## src/rtl/adc_pkg.sv

```systemverilog
// Shared types and defaults for the 12-bit ADC serial sample link.
package adc_pkg;

   localparam int ADC_DATA_W    = 12;
   localparam int ADC_LEAD_BITS = 1;

   typedef enum logic [1:0] {RESP_IDLE, RESP_LEAD, RESP_SHIFT, RESP_TAIL} resp_state_t;

   typedef logic [ADC_DATA_W-1:0] adc_sample_t;

endpackage

```

## src/rtl/adc_sample_buf.sv

```systemverilog
// One-entry valid/ready holding register; take_i empties it unless a push lands in the same cycle.
module adc_sample_buf
   import adc_pkg::*;
#(
   parameter int DATA_W = ADC_DATA_W
) (
   input  logic              clk_i,
   input  logic              rst_ni,
   input  logic [DATA_W-1:0] data_i,
   input  logic              valid_i,
   output logic              ready_o,
   input  logic              take_i,
   output logic [DATA_W-1:0] data_o,
   output logic              full_o
);

   logic [DATA_W-1:0] dataQ_q, dataQ_d;
   logic              full_q, full_d;

   assign ready_o = !full_q;
   assign data_o  = dataQ_q;
   assign full_o  = full_q;

   always_comb begin
      dataQ_d = dataQ_q;
      full_d  = full_q;
      if (valid_i && ready_o) begin
         dataQ_d = data_i;
         full_d  = 1'b1;
      end else if (take_i) begin
         full_d = 1'b0;
      end
   end

   always_ff @(posedge clk_i or negedge rst_ni) begin
      if (!rst_ni) begin
         dataQ_q <= '0;
         full_q  <= 1'b0;
      end else begin
         dataQ_q <= dataQ_d;
         full_q  <= full_d;
      end
   end

endmodule

```

## src/rtl/adc_spi_responder.sv

```systemverilog
// ADC-side serialiser: one buffered sample per cs_n frame, MSB-first after LEAD_BITS zeros.
// Optional underrun counter port enabled by defining ADC_RESP_UNDERRUN_CNT_EN.
module adc_spi_responder
   import adc_pkg::*;
#(
   parameter int DATA_W    = ADC_DATA_W,
   parameter int LEAD_BITS = ADC_LEAD_BITS
) (
   input  logic              sck,
   input  logic              rst_n,
   input  logic [DATA_W-1:0] sample_i,
   input  logic              sample_valid_i,
   output logic              sample_ready_o,
   input  logic              cs_n,
   output logic              sdo,
   output logic              sdo_en,
   output logic              frame_done_o,
   output logic              underrun_o
`ifdef ADC_RESP_UNDERRUN_CNT_EN
   ,
   output logic [15:0]       underrun_cnt_o
`endif
);

   localparam int CNT_W = $clog2(DATA_W + 1);
   localparam logic [CNT_W-1:0] LAST_BIT  = CNT_W'(DATA_W - 1);
   localparam logic [CNT_W-1:0] LAST_LEAD = CNT_W'((LEAD_BITS > 0) ? (LEAD_BITS - 1) : 0);

   resp_state_t       state_q, state_d;
   logic [CNT_W-1:0]  cnt_q, cnt_d;
   logic [DATA_W-1:0] shreg_q, shreg_d;
   logic [DATA_W-1:0] src_q, src_d;
   logic [DATA_W-1:0] lastSent_q, lastSent_d;
   logic              underrun_q, underrun_d;
   logic [DATA_W-1:0] bufData;
   logic              bufFull;
   logic              take;

   adc_sample_buf #(.DATA_W(DATA_W)) u_buf (
      .clk_i   (sck),
      .rst_ni  (rst_n),
      .data_i  (sample_i),
      .valid_i (sample_valid_i),
      .ready_o (sample_ready_o),
      .take_i  (take),
      .data_o  (bufData),
      .full_o  (bufFull)
   );

   // src_q remembers what this frame loaded so a completed frame can refresh lastSent_q.
   always_comb begin
      state_d    = state_q;
      cnt_d      = cnt_q;
      shreg_d    = shreg_q;
      src_d      = src_q;
      lastSent_d = lastSent_q;
      underrun_d = 1'b0;
      take       = 1'b0;
      unique case (state_q)
         RESP_IDLE: begin
            if (!cs_n) begin
               take  = 1'b1;
               cnt_d = '0;
               if (bufFull) begin
                  shreg_d = bufData;
                  src_d   = bufData;
               end else begin
                  shreg_d    = lastSent_q;
                  src_d      = lastSent_q;
                  underrun_d = 1'b1;
               end
               state_d = (LEAD_BITS == 0) ? RESP_SHIFT : RESP_LEAD;
            end
         end
         RESP_LEAD: begin
            if (cs_n) begin
               state_d = RESP_IDLE;
            end else if (cnt_q == LAST_LEAD) begin
               cnt_d   = '0;
               state_d = RESP_SHIFT;
            end else begin
               cnt_d = cnt_q + CNT_W'(1);
            end
         end
         RESP_SHIFT: begin
            if (cs_n) begin
               state_d = RESP_IDLE;
            end else if (cnt_q == LAST_BIT) begin
               state_d    = RESP_TAIL;
               lastSent_d = src_q;
            end else begin
               shreg_d = {shreg_q[DATA_W-2:0], 1'b0};
               cnt_d   = cnt_q + CNT_W'(1);
            end
         end
         RESP_TAIL: begin
            if (cs_n) state_d = RESP_IDLE;
         end
         default: state_d = RESP_IDLE;
      endcase
   end

   always_ff @(posedge sck or negedge rst_n) begin
      if (!rst_n) begin
         state_q    <= RESP_IDLE;
         cnt_q      <= '0;
         shreg_q    <= '0;
         src_q      <= '0;
         lastSent_q <= '0;
         underrun_q <= 1'b0;
      end else begin
         state_q    <= state_d;
         cnt_q      <= cnt_d;
         shreg_q    <= shreg_d;
         src_q      <= src_d;
         lastSent_q <= lastSent_d;
         underrun_q <= underrun_d;
      end
   end

   assign sdo          = (state_q == RESP_SHIFT) && shreg_q[DATA_W-1];
   assign sdo_en       = (state_q != RESP_IDLE);
   assign frame_done_o = (state_q == RESP_SHIFT) && (cnt_q == LAST_BIT);
   assign underrun_o   = underrun_q;

`ifdef ADC_RESP_UNDERRUN_CNT_EN
   logic [15:0] underrunCnt_q;

   always_ff @(posedge sck or negedge rst_n) begin
      if (!rst_n) begin
         underrunCnt_q <= '0;
      end else if (underrun_d && (underrunCnt_q != 16'hFFFF)) begin
         underrunCnt_q <= underrunCnt_q + 16'd1;
      end
   end

   assign underrun_cnt_o = underrunCnt_q;
`endif

endmodule

```

## config.mk

```make
export PLATFORM = sky130hd
export DESIGN_NAME = adc_spi_responder
export DESIGN_NICKNAME = d
export VERILOG_FILES = /design/src/rtl/adc_pkg.sv /design/src/rtl/adc_sample_buf.sv /design/src/rtl/adc_spi_responder.sv
export SDC_FILE = /design/constraint.sdc
export NUM_CORES = 1
export LEC_CHECK = 0
export CAP_MARGIN = 15
export CORE_MARGIN = 10
export CORE_UTILIZATION = 62
export CTS_CLUSTER_SIZE = 8
export DETAILED_ROUTE_END_ITERATION = 6
export GPL_ROUTABILITY_DRIVEN = 0
export PLACE_DENSITY = 0.89
export SYNTH_ARGS = -nofsm -noshare
export SYNTH_HDL_FRONTEND = slang
export SYNTH_HIERARCHICAL = 1
export SYNTH_SLANG_ARGS = --single-unit
```

## constraint.sdc

```tcl
create_clock -name sck -period 4.5 [get_ports sck]
set_input_delay 0.9 -clock sck [delete_from_list [all_inputs] [get_ports sck]]
set_output_delay 0.9 -clock sck [all_outputs]
set_load 0.02 [all_outputs]
```

# After elaboration in Yosys (flattened, before gate mapping)
# Cells that the tools add are included.
[op_classes]
addsub = 1
reduce_logical = 15
n_mux = 25
n_eq_ne = 11
bitwise = 1
[ops]
columns = ["operator", "count"]
rows = [
  ["$mux 12", 4],
  ["$pmux 12 s2", 1],
  ["$mux 4", 5],
  ["$mux 2", 6],
  ["$pmux 4 s3", 1],
  ["$ne 2x2->1 const B", 5],
  ["$pmux 2 s4", 1],
  ["$reduce_and 4->1", 2],
  ["$mux 1", 7],
  ["$ne 3x3->1 const B", 2],
  ["$reduce_bool 2->1", 3],
  ["$reduce_and 5->1", 1],
  ["$add 4x1->4 const B", 1],
  ["$eq 2x2->1 const B", 2],
  ["$eq 4x4->1 const B", 1],
  ["$logic_not 4->1", 1],
  ["$logic_and 1x1->1", 3],
  ["$reduce_and 3->1", 1],
  ["$reduce_bool 3->1", 1],
  ["$eq 2x1->1 const B", 1],
  ["$logic_not 2->1", 1],
  ["$reduce_and 2->1", 1],
  ["$logic_not 1->1", 1],
  ["$not 1->1", 1],
]
[word_totals]
out_inout_bits = 5
in_bits = 16
register_bits = 56
elab_cells = 61

# Logic depth before layout (Yosys ltp)
# Gate-level depths: netlist of run 1.
[logic_depth]
ltp_word = 4
mapped_depth = 7

# Hierarchy
# The synthesis of run 1 kept the hierarchy.
[by_module_without_submodules]
columns = ["mod", "n_inst", "area_per_inst_um2", "cells_each", "seq_area_each_um2"]
rows = [
  ["adc_spi_responder", 1, 2047.0, 199, 1076.0],
  ["adc_sample_buf", 1, 539.3, 29, 325.3],
]

# Least setup slack after synthesis of run 1
# No wires, ideal clock.
[synth_timing]
path_type = "reg-to-output"
from = "reg state_q[0]"
to = "out sdo"
n_path_buf = 2
arrival_time_ns = 1.506
stages_incl_launch_ff = 6
path_slack_ns = 2.094
cell_sequence = "dfrtp_1 -> inv_1 -> ha_1 -> clkbuf_1 -> clkbuf_1 -> and2_1"
[synth_between]
elab_chain_cells = 2
[synth_rtl]
columns = ["item", "line", "source"]
rows = [
  ["start: declaration", "adc_spi_responder.sv:29", "resp_state_t state_q, state_d;"],
  ["start signal: assignment", "adc_spi_responder.sv:112", "state_q <= state_d;"],
  ["$eq 2x2->1", "adc_spi_responder.sv:121", "assign sdo = (state_q == RESP_SHIFT) && shreg_q[DATA_W-1];"],
  ["$logic_and 1x1->1", "adc_spi_responder.sv:121", ""],
  ["end: declaration", "adc_spi_responder.sv:15", "output logic sdo,"],
]
# Every way passes these cells.

# Worst setup path in the final report of run 1
[layout_timing]
from = "reg state_q[0]"
to = "out frame_done_o"
[layout_between]
elab_chain_cells = 2
[layout_rtl]
columns = ["item", "line", "source"]
rows = [
  ["$eq 2x2->1", "adc_spi_responder.sv:123", "assign frame_done_o = (state_q == RESP_SHIFT) && (cnt_q == LAST_BIT);"],
  ["$logic_and 1x1->1", "adc_spi_responder.sv:123", ""],
  ["end: declaration", "adc_spi_responder.sv:17", "output logic frame_done_o,"],
]
# Every way passes these cells.

==> results_dict.tcl, run 1 <==
set metrics [dict create \
    status "finished clean" \
    finalSetupViolCount 0 \
    fillCellCount 284 \
    relSlewSlack_pct 37.28 \
    synth_area_per_cell_um2 11.34 \
    worst_pin_slew_ns 0.9409 \
    worstSkewPairLatency_ns 0.31 \
    grt_max_degree 57 \
    finClkSkew_ns 0.004511 \
    grt_setup_unrepaired "false" \
    power_density_nw_per_um2 563.1 \
    pin_count 21 \
    arrival_ns 2.63 \
    routedWlPerCell_um 16.56 \
    cp-end-kind "output pin" \
    cts_tree "done" \
    fin_nets 266 \
    cts.sinks 56 \
    synth_fp_nets 251 \
    h-tree-depth 2 \
    yosysUniqueCellTypes 33 \
    final_core_util_pct 71.24 \
    fin_ws_ns 0.9725 \
    dieArea_um2 7155 \
    die_h_um 84.59 \
    initial_core_util_pct 64.19 \
    leakage_nw 1.364 \
    diodes 0 \
    cp.required_ns 3.60 \
    holdBufCountCts 0 \
    area_growth_pct 10.98 \
    path_class "reg2out" \
    numCtsBuffers 5 \
    grt_pass1_vias 1798 \
    regArea_um2 1401 \
    total_power_mw 1.616 \
    grt_first_pass_wirelength_mm 8.466 \
    post_cts_buffers 0 \
    ant_nets 0 \
    synth_mux_area_share_pct 16.79 \
    timing.setup.tns_ns 0 \
    dp_hpwl_mm 3.318 \
    wl_mm 4.868 \
    fmax_mhz 283.5 \
    grt_usage_pct 14.44 \
    rows 23 \
    hold_ws_ns 0.4870 \
    overflow 0 \
    cts_buffer_depth 2 \
    synth_simple_gate_area_share_pct 10.35 \
    crit_fanout 32 \
    min_period_ns 3.528 \
    synth-seq-cells 56 \
    first_pass_iters 4 \
    vdd_drop_max_mv 0.3180 \
    chipWidth_um 84.59 \
    grt_antenna_before_repair 0 \
    io_buffers 20 \
    clkSlewWorstSetupHoldPaths_ns 0.09 \
    synth_fa_ha_area_share_pct 3.387 \
    coreArea_um2 4029 \
    netlist_instances 228 \
    viasPerCell 5.735 \
    max-cap-violations 0 \
    final_common_cell "dfrtp_1" \
    drive_gt1_share_pct 13.93 \
    fin_crit_sh_pct 78.39 \
    synth_top_family_by_area "multiplexers" \
    drtIter0Drc 108 \
    dp_worst_setup_slack_ns 1.330 \
    drc_errors 0 \
    root_buffer "clkbuf_8" \
    vias 1686 \
    hold_class "reg2reg" \
    cts_resized 0 \
    most-common-layout-cells "dfrtp_1 (56), nand2_1 (27), o21ai_1 (19), clkdlybuf4s50_1 (19), nor2_1 (16)" \
    finalHoldViolations 0 \
    seq_area_frac_synth_pct 54.18 \
    slew_violations 0 \
    synth_compound_area_share_pct 11.51 \
    synth-xor-area-share_pct 0 \
    multiInputGateArea_um2 1087 \
    worstSetupStartpointType "register" \
    synth_warnings 6 \
    synth_area_um2 2586 \
]
final cells by class:
cell class              count  share of cell area, %
repair buffers             21                  7.062
inverters                   7                 0.9154
multi-input cells         152                  37.88
flip-flops and latches     56                  48.82
clock buffers               8                  3.139
well taps                  50                  2.180
report_power, final:
part | switching [mW] | leakage [nW] | internal [mW]
logic | 0.283 | 0.589 | 0.259
clock network | 0.156 | 0.0455 | 0.126
registers | 0.129 | 0.729 | 0.664
total | 0.567 | 1.36 | 1.05
metal layers:
| layer | global-route usage (%) | wire, µm | part of all wire [%] |
|---|---|---|---|
| met2 | 25.05 | 2540 | 52 |
| met1 | 16.02 | 2077 | 43 |
| met4 | 6.138 | 93 | 1.9 |
| met3 | 4.251 | 157 | 3.2 |
| met5 | 0 | 0 | 0 |
registers in the layout (all words and copies together) (netlist names):
name,flops
u_buf/full_o,1
shreg_q,12
state_q,2
lastSent_q,12
underrun_o,1
u_buf/data_o,12
src_q,12
cnt_q,4
worst paths after layout:
kind / end / slack [ns] / depth (start not counted) / start
worst min-delay path: src_q[1] / 0.49 / 2 / src_q[1]
worst max register to register: lastSent_q[8] / 1.75 / 5 / state_q[0]
worst max-delay path: frame_done_o / 0.97 / 4 / state_q[0]
max in group asynchronous: u_buf/data_o[4] / 3.34 / 2 / rst_n
min in group asynchronous: u_buf/data_o[9] / 0.70 / 2 / rst_n
worst min register to register: src_q[1] / 0.49 / 2 / src_q[1]
critical path: stages (launching register included):
cell             delay [ns]
dfrtp_1                0.44
inv_1                  0.11
ha_1                   0.78
and4b_1                0.35
clkdlybuf4s50_1        0.62
cell families after synthesis:
logic type,after synthesis
buffers and inverters,20
adders and majority gates,7
muxes,37
DFF,56
and+or+nand+nor,57
AOI/OAI and AO/OA,51
Yosys cell counts:
library cell | count | area [µm²]
and2b_1 | 1 | 7.510
dfrtp_1 | 56 | 1401
mux2_2 | 15 | 168.9
buf_12 | 1 | 20.02
o21ai_0 | 8 | 40.04
clkbuf_1 | 7 | 26.28
nand3_1 | 1 | 5.000
and2_1 | 1 | 6.260
a21oi_1 | 13 | 65.06
a32o_1 | 1 | 10.01
o31ai_1 | 2 | 15.01
buf_2 | 5 | 25.02
a221oi_1 | 1 | 8.760
nor2_1 | 16 | 60.06
o21ai_1 | 19 | 95.09
or3_1 | 2 | 12.51
nor4b_1 | 1 | 8.760
a211oi_2 | 1 | 12.51
a31o_1 | 1 | 8.760
mux2i_1 | 13 | 130.1
nand2b_1 | 3 | 18.77
nor2b_4 | 1 | 13.76
a2111oi_0 | 1 | 8.760
nand3b_1 | 2 | 15.01
o2bb2ai_1 | 2 | 17.52
a211o_1 | 1 | 8.760
ha_1 | 7 | 87.58
inv_1 | 7 | 26.28
and4b_1 | 1 | 10.01
or3b_1 | 1 | 8.760
o21bai_1 | 1 | 7.510
nand2_1 | 27 | 101.4
mux2_4 | 9 | 135.1
stage by stage:
step	instance area, µm²	instances
2_1_floorplan	2586	228
3_3_place_gp	2780	286
3_5_place_dp	2780	286
4_1_cts	2870	294
5_1_grt	2870	294
6_report	2870	294
Power figures use the tool's default switching activity.
==> inputs of run 2 (changes only) <==
- CORE_UTILIZATION: 62 -> 52
- PLACE_DENSITY: 0.89 -> 0.8
- clock period: 4.5 -> 3 ns (I/O delays scaled with it)
==> run 2 against run 1 <==
Against the previous run:
- global-route usage is 2.5 points lower
- first-iteration DRC count grew 16%
- critical endpoint unchanged
- worst setup slack got worse by 0.66 ns
- clock power is 74% higher
- critical path type unchanged
- register-to-register slack got worse by 0.91 ns
- cell count is 6.8% higher
- sequential share of layout area decreased by 1.3 points
- wire length down 7.0%
- via count shrank 3.0%
==> results_dict.tcl, run 2 (synthesized netlist as in run 1, its figures left out) <==
set metrics [dict create \
    wl_mm 4.529 \
    io_buffers 20 \
    diodes 0 \
    grt_usage_pct 11.96 \
    dp_hpwl_mm 3.166 \
    stdcell_area_um2 2948 \
    r2r_end "lastSent_q[8]" \
    relSlewSlack_pct 54.63 \
    power_density_nw_per_um2 841.9 \
    timing.setup.tns_ns 0 \
    drive_gt1_share_pct 15.79 \
    path_delay_family "buffers and inverters" \
    cp.required_ns 2.40 \
    holdBufCountCts 0 \
    worst_pin_slew_ns 0.6806 \
    numCtsBuffers 5 \
    met1_length_mm 2.121 \
    grt_antenna_before_repair 0 \
    r2r-start "state_q[0]" \
    fillCellCount 407 \
    total_power_mw 2.482 \
    max-cap-violations 0 \
    fin_nets 269 \
    finalHoldViolations 0 \
    routedWlPerCell_um 14.42 \
    hold_class "in2async" \
    rrSetupSlack_ns 0.84 \
    cts_resized 0 \
    first_pass_iters 4 \
    ant_nets 0 \
    cts_buffer_depth 2 \
    cpMaxStageDelayCell "clkdlybuf4s50_1" \
    grt_max_degree 57 \
    path_class "reg2out" \
    path_cells "inv_1 -> ha_1 -> and4b_1 -> clkdlybuf4s50_1" \
    pin_count 21 \
    dr_wl_met2_mm 2.181 \
    vias 1635 \
    drtIter0Drc 125 \
    cp-end-kind "output pin" \
    final_common_cell "dfrtp_1" \
    most-common-layout-cells "dfrtp_1 (56), nand2_1 (27), o21ai_1 (19), clkdlybuf4s50_1 (19), nor2_1 (16)" \
    coreArea_um2 4786 \
    placed_area_um2 2836 \
    fin_crit_sh_pct 89.64 \
    fmax_mhz 371.9 \
    crit_start "state_q[0]" \
    finalSetupViolCount 0 \
    h-tree-depth 2 \
    viasPerCell 5.207 \
    leakage_nw 1.391 \
    status "finished clean" \
    worstSetupStartpointType "register" \
    grt_pass1_vias 1746 \
    crit_path_end "frame_done_o" \
    vdd_drop_max_mv 0.3559 \
    slew_violations 0 \
    finClkSkew_ns 0.007826 \
    cts_tree "done" \
    crit_fanout 10 \
    area_growth_pct 13.98 \
    worstSkewPairLatency_ns 0.31 \
    wl_met3_um 148 \
    initial_core_util_pct 54.04 \
    cp.depth 4 \
    overflow 0 \
    dieArea_um2 8195 \
    cts.sinks 56 \
    reg2regPathDepth 5 \
    top_layer_used "met4" \
    arrival_ns 2.09 \
    drc_errors 0 \
    grt_setup_unrepaired "false" \
    crit_buf_inv 2 \
    die_h_um 90.53 \
    max_stage_delay_ns 0.62 \
    grt_first_pass_wirelength_mm 8.093 \
    root_buffer "clkbuf_8" \
    min_period_ns 2.689 \
    clkSlewWorstSetupHoldPaths_ns 0.10 \
    rows 25 \
    post_cts_buffers 0 \
    chipWidth_um 90.53 \
]
[run 2: changes by cell type in the layout (fill, tap and decap cells not counted), sizes merged]
cell / change
buf: +3
clkbuf: -3
bufinv: +1
clkinv: +1
clkinvlp: +1
[run 2: per-stage QoR]
| stage | cells | worst slack [ns] | util [%] | hold WS [ns] |
|---|---|---|---|---|
| 3_3_place_gp | 306 | 0.6899 | 59.27 | 0.4595 |
| 2_1_floorplan | 228 | 0.8939 | - | 0.3044 |
| 6_report | 314 | 0.3108 | 61.59 | 0.2667 |
| 4_1_cts | 314 | 0.2911 | 61.59 | 0.2759 |
| 5_1_grt | 314 | 0.1686 | 61.59 | 0.2756 |
| 3_5_place_dp | 306 | 0.6463 | 59.27 | 0.4731 |
[run 2: layout make-up]
type / instances / area (µm²) / share of cell area [%]
tap: 67 / 83.83 / 2.844
multi-input combinational: 152 / 1087 / 36.88
clock inverter: 3 / 42.54 / 1.443
sequential: 56 / 1401 / 47.54
inverter: 7 / 26.28 / 0.8913
clock buffer: 5 / 68.82 / 2.334
timing repair buffer: 24 / 237.7 / 8.065
[run 2: worst min path at each step]
stage	end	slack, ns	depth (start not counted)
3_3_place_gp	src_q[1]	0.46	2
4_1_cts	u_buf/data_o[10]	0.28	2
2_1_floorplan	cnt_q[0]	0.30	0
5_1_grt	u_buf/data_o[10]	0.28	2
3_5_place_dp	shreg_q[0]	0.47	2
6_report	u_buf/data_o[7]	0.27	2
[run 2: report_power, final]
group	leakage [nW]	switching [mW]	internal, mW	total (mW)
Combinational	0.609	0.453	0.402	0.855
Sequential	0.729	0.139	0.997	1.14
Clock	0.0541	0.243	0.247	0.490
[run 2: per-layer routing]
metal  vias up  GRT usage [%]
met5         -              0
met4         0          4.775
met3         7          3.242
met2        17          19.95
met1       790          14.20
li1        821              -
==> inputs of run 3 (changes only) <==
- ABC_AREA: unset -> 1
==> run 3 against run 2 <==
Against the previous run:
- register-to-register slack improved by 0.17 ns
- sequential power barely moved
- synthesized cell count rose by 42%
- first-iteration DRC count fell by 22%
- flip-flop and latch count did not move
- non-clock buffer count fell by 1
- clock-buffer cell count rose by 1
==> results_dict.tcl, run 3 <==
set metrics [dict create \
    crit_fanout 5 \
    yosysTopAreaCell "dfrtp_1" \
    max-cap-violations 0 \
    synth_ff_type "dfrtp_1" \
    die_h_um 93.19 \
    cts_tree "done" \
    vias 1978 \
    root_buffer "clkbuf_8" \
    area_growth_pct 10.15 \
    finClkSkew_ns 0.006883 \
    clkSlewWorstSetupHoldPaths_ns 0.09 \
    pwr-share-seq_pct 43.2 \
    ys_top_cells_by_count "nand2_1 (90), dfrtp_1 (56), inv_1 (43)" \
    dp_hpwl_mm 3.497 \
    async_reset_ff_share_pct 100.0 \
    yosysMostFrequentCell "nand2_1" \
    p_sw_mw 1.051 \
    most-common-layout-cells "nand2_1 (90), dfrtp_1 (56), inv_1 (43)" \
    post_cts_buffers 0 \
    finalHoldViolations 0 \
    rrSetupSlack_ns 1.01 \
    finalSetupViolCount 0 \
    cp-end-kind "output pin" \
    grt_max_degree 57 \
    dp.cells 404 \
    io_buffers 20 \
    drc_errors 0 \
    cts_buffer_depth 2 \
    path_class "reg2out" \
    intPower_mw 1.524 \
    initial_core_util_pct 54.19 \
    dieArea_um2 8683 \
    grt_usage_pct 12.68 \
    grt_first_pass_wirelength_mm 9.149 \
    h-tree-depth 2 \
    fmax_mhz 377.2 \
    synth_area_um2 2785 \
    grt_antenna_before_repair 0 \
    fin_nets 364 \
    yosys-top-cells-area "dfrtp_1 (50%), nand2_1 (12%), o21ai_2 (7.2%), inv_1 (5.8%), nand3_1 (3.6%)" \
    relSlewSlack_pct 55.18 \
    holdBufCountCts 0 \
    synth_area_per_cell_um2 8.596 \
    status "finished clean" \
    synth_edf_count 0 \
    p_clk_share_pct 15.2 \
    worst_pin_slew_ns 0.6723 \
    diodes 0 \
    fin_crit_sh_pct 88.36 \
    first_pass_iters 4 \
    switching_share_pct 40.82 \
    netlist_instances 324 \
    fin_cells 411 \
    numCtsBuffers 5 \
    power_density_nw_per_um2 839.3 \
    leakage_nw 1.472 \
    worstSkewPairLatency_ns 0.31 \
    fillCellCount 483 \
    slew_violations 0 \
    yosysTopAreaCellShare_pct 50.31 \
    drtIter0Drc 97 \
    cp.required_ns 2.40 \
    r2r_end "shreg_q[4]" \
    overflow 0 \
    grt_pass1_vias 2078 \
    chipWidth_um 93.19 \
    routedWlPerCell_um 11.81 \
    r2r-start "state_q[0]" \
    pin_count 21 \
    yosysUniqueCellTypes 24 \
    ant_nets 0 \
    seq_area_frac_synth_pct 50.31 \
    arrival_ns 2.05 \
    synth_fp_nets 347 \
    final_common_cell "nand2_1" \
    timing.setup.tns_ns 0 \
    vdd_drop_max_mv 0.5148 \
    hold_class "in2async" \
    pwr-share-comb_pct 41.6 \
    reg2regPathDepth 8 \
    wl_mm 4.853 \
    coreArea_um2 5140 \
    viasPerCell 4.813 \
    rows 26 \
    min_period_ns 2.651 \
    cts_resized 0 \
    synth-seq-cells 56 \
    synth_warnings 6 \
    cts.sinks 56 \
    grt_setup_unrepaired "false" \
    worstSetupStartpointType "register" \
    drive_gt1_share_pct 16.72 \
]
[run 3: cell count changes after synthesis, sizes merged, moves of 9 or more]
cell / previous run / this run
nand2: 27 / 102
inv: 7 / 50
o21ai: 27 / 61
mux2: 24 / 0
nand3: 1 / 20
mux2i: 13 / 0
a21oi: 13 / 2
nor2: 16 / 7
[run 3: area by class of cell]
type	instances	area, µm²	area share [%]
Multi-Input combinational cell	205	1096	35.73
Inverter	50	187.7	6.117
Sequential cell	56	1401	45.68
Tap cell	70	87.58	2.855
Clock buffer	6	72.57	2.365
Clock inverter	1	5.005	0.1631
Timing Repair Buffer	23	217.7	7.096
[run 3: worst max path at each step]
stage	from	endpoint	slack (ns)	depth (start not counted)
floorplan	state_q[0]	frame_done_o	1.37	4
global placement	state_q[0]	frame_done_o	0.73	5
detailed placement	state_q[0]	frame_done_o	0.68	5
CTS	state_q[0]	frame_done_o	0.32	5
global route	state_q[0]	frame_done_o	0.23	5
finish	state_q[0]	frame_done_o	0.35	5
[run 3: critical path, cell delays in order (launching register included)]
cell             delay (ns)
dfrtp_1                0.44
inv_1                  0.11
ha_1                   0.30
nand4_2                0.19
inv_2                  0.10
clkdlybuf4s50_1        0.60
[run 3: power by group through the flow]
stage / Combinational (mW) / Clock [mW] / Sequential (mW)
after floorplan: 0.867 / 0 / 1.11
after global placement: 1.06 / 0 / 1.12
after detailed placement: 1.08 / 0 / 1.13
after CTS: 1.08 / 0.402 / 1.11
after global routing: 1.25 / 0.428 / 1.14
final: 1.07 / 0.392 / 1.11
[run 3: cells by family after synthesis]
kind of cell,Yosys count,synth area share (%)
xor gates and xnor gates,2,0.6290
adders and majority gates,7,3.145
AOI/OAI and AO/OA,65,15.14
buffers and inverters,63,10.33
and+or+nand+nor,131,20.44
DFF,56,50.31
[run 3: per-stage QoR]
step	setup WS, ns	power, mW	util (%)	hold slack, ns	area [µm²]
floorplan	1.372	1.977	-	0.3044	2785
global placement	0.7337	2.172	58.18	0.4560	2990
detailed placement	0.6764	2.206	58.18	0.4604	2990
CTS	0.3210	2.600	59.69	0.4384	3068
global route	0.2270	2.818	59.69	0.4738	3068
finish	0.3492	2.575	59.69	0.3960	3068
[run 3: routing by layer]
| metal | vias to the layer above | part of all wire (%) | routed length (µm) | track usage (%) |
|---|---|---|---|---|
| met3 | 6 | 4.7 | 229 | 3.277 |
| met4 | 0 | 1.7 | 82 | 5.013 |
| li1 | 1048 | - | - | - |
| met2 | 39 | 44 | 2128 | 19.86 |
| met5 | - | 0 | 0 | 0 |
| met1 | 885 | 50 | 2412 | 16.37 |
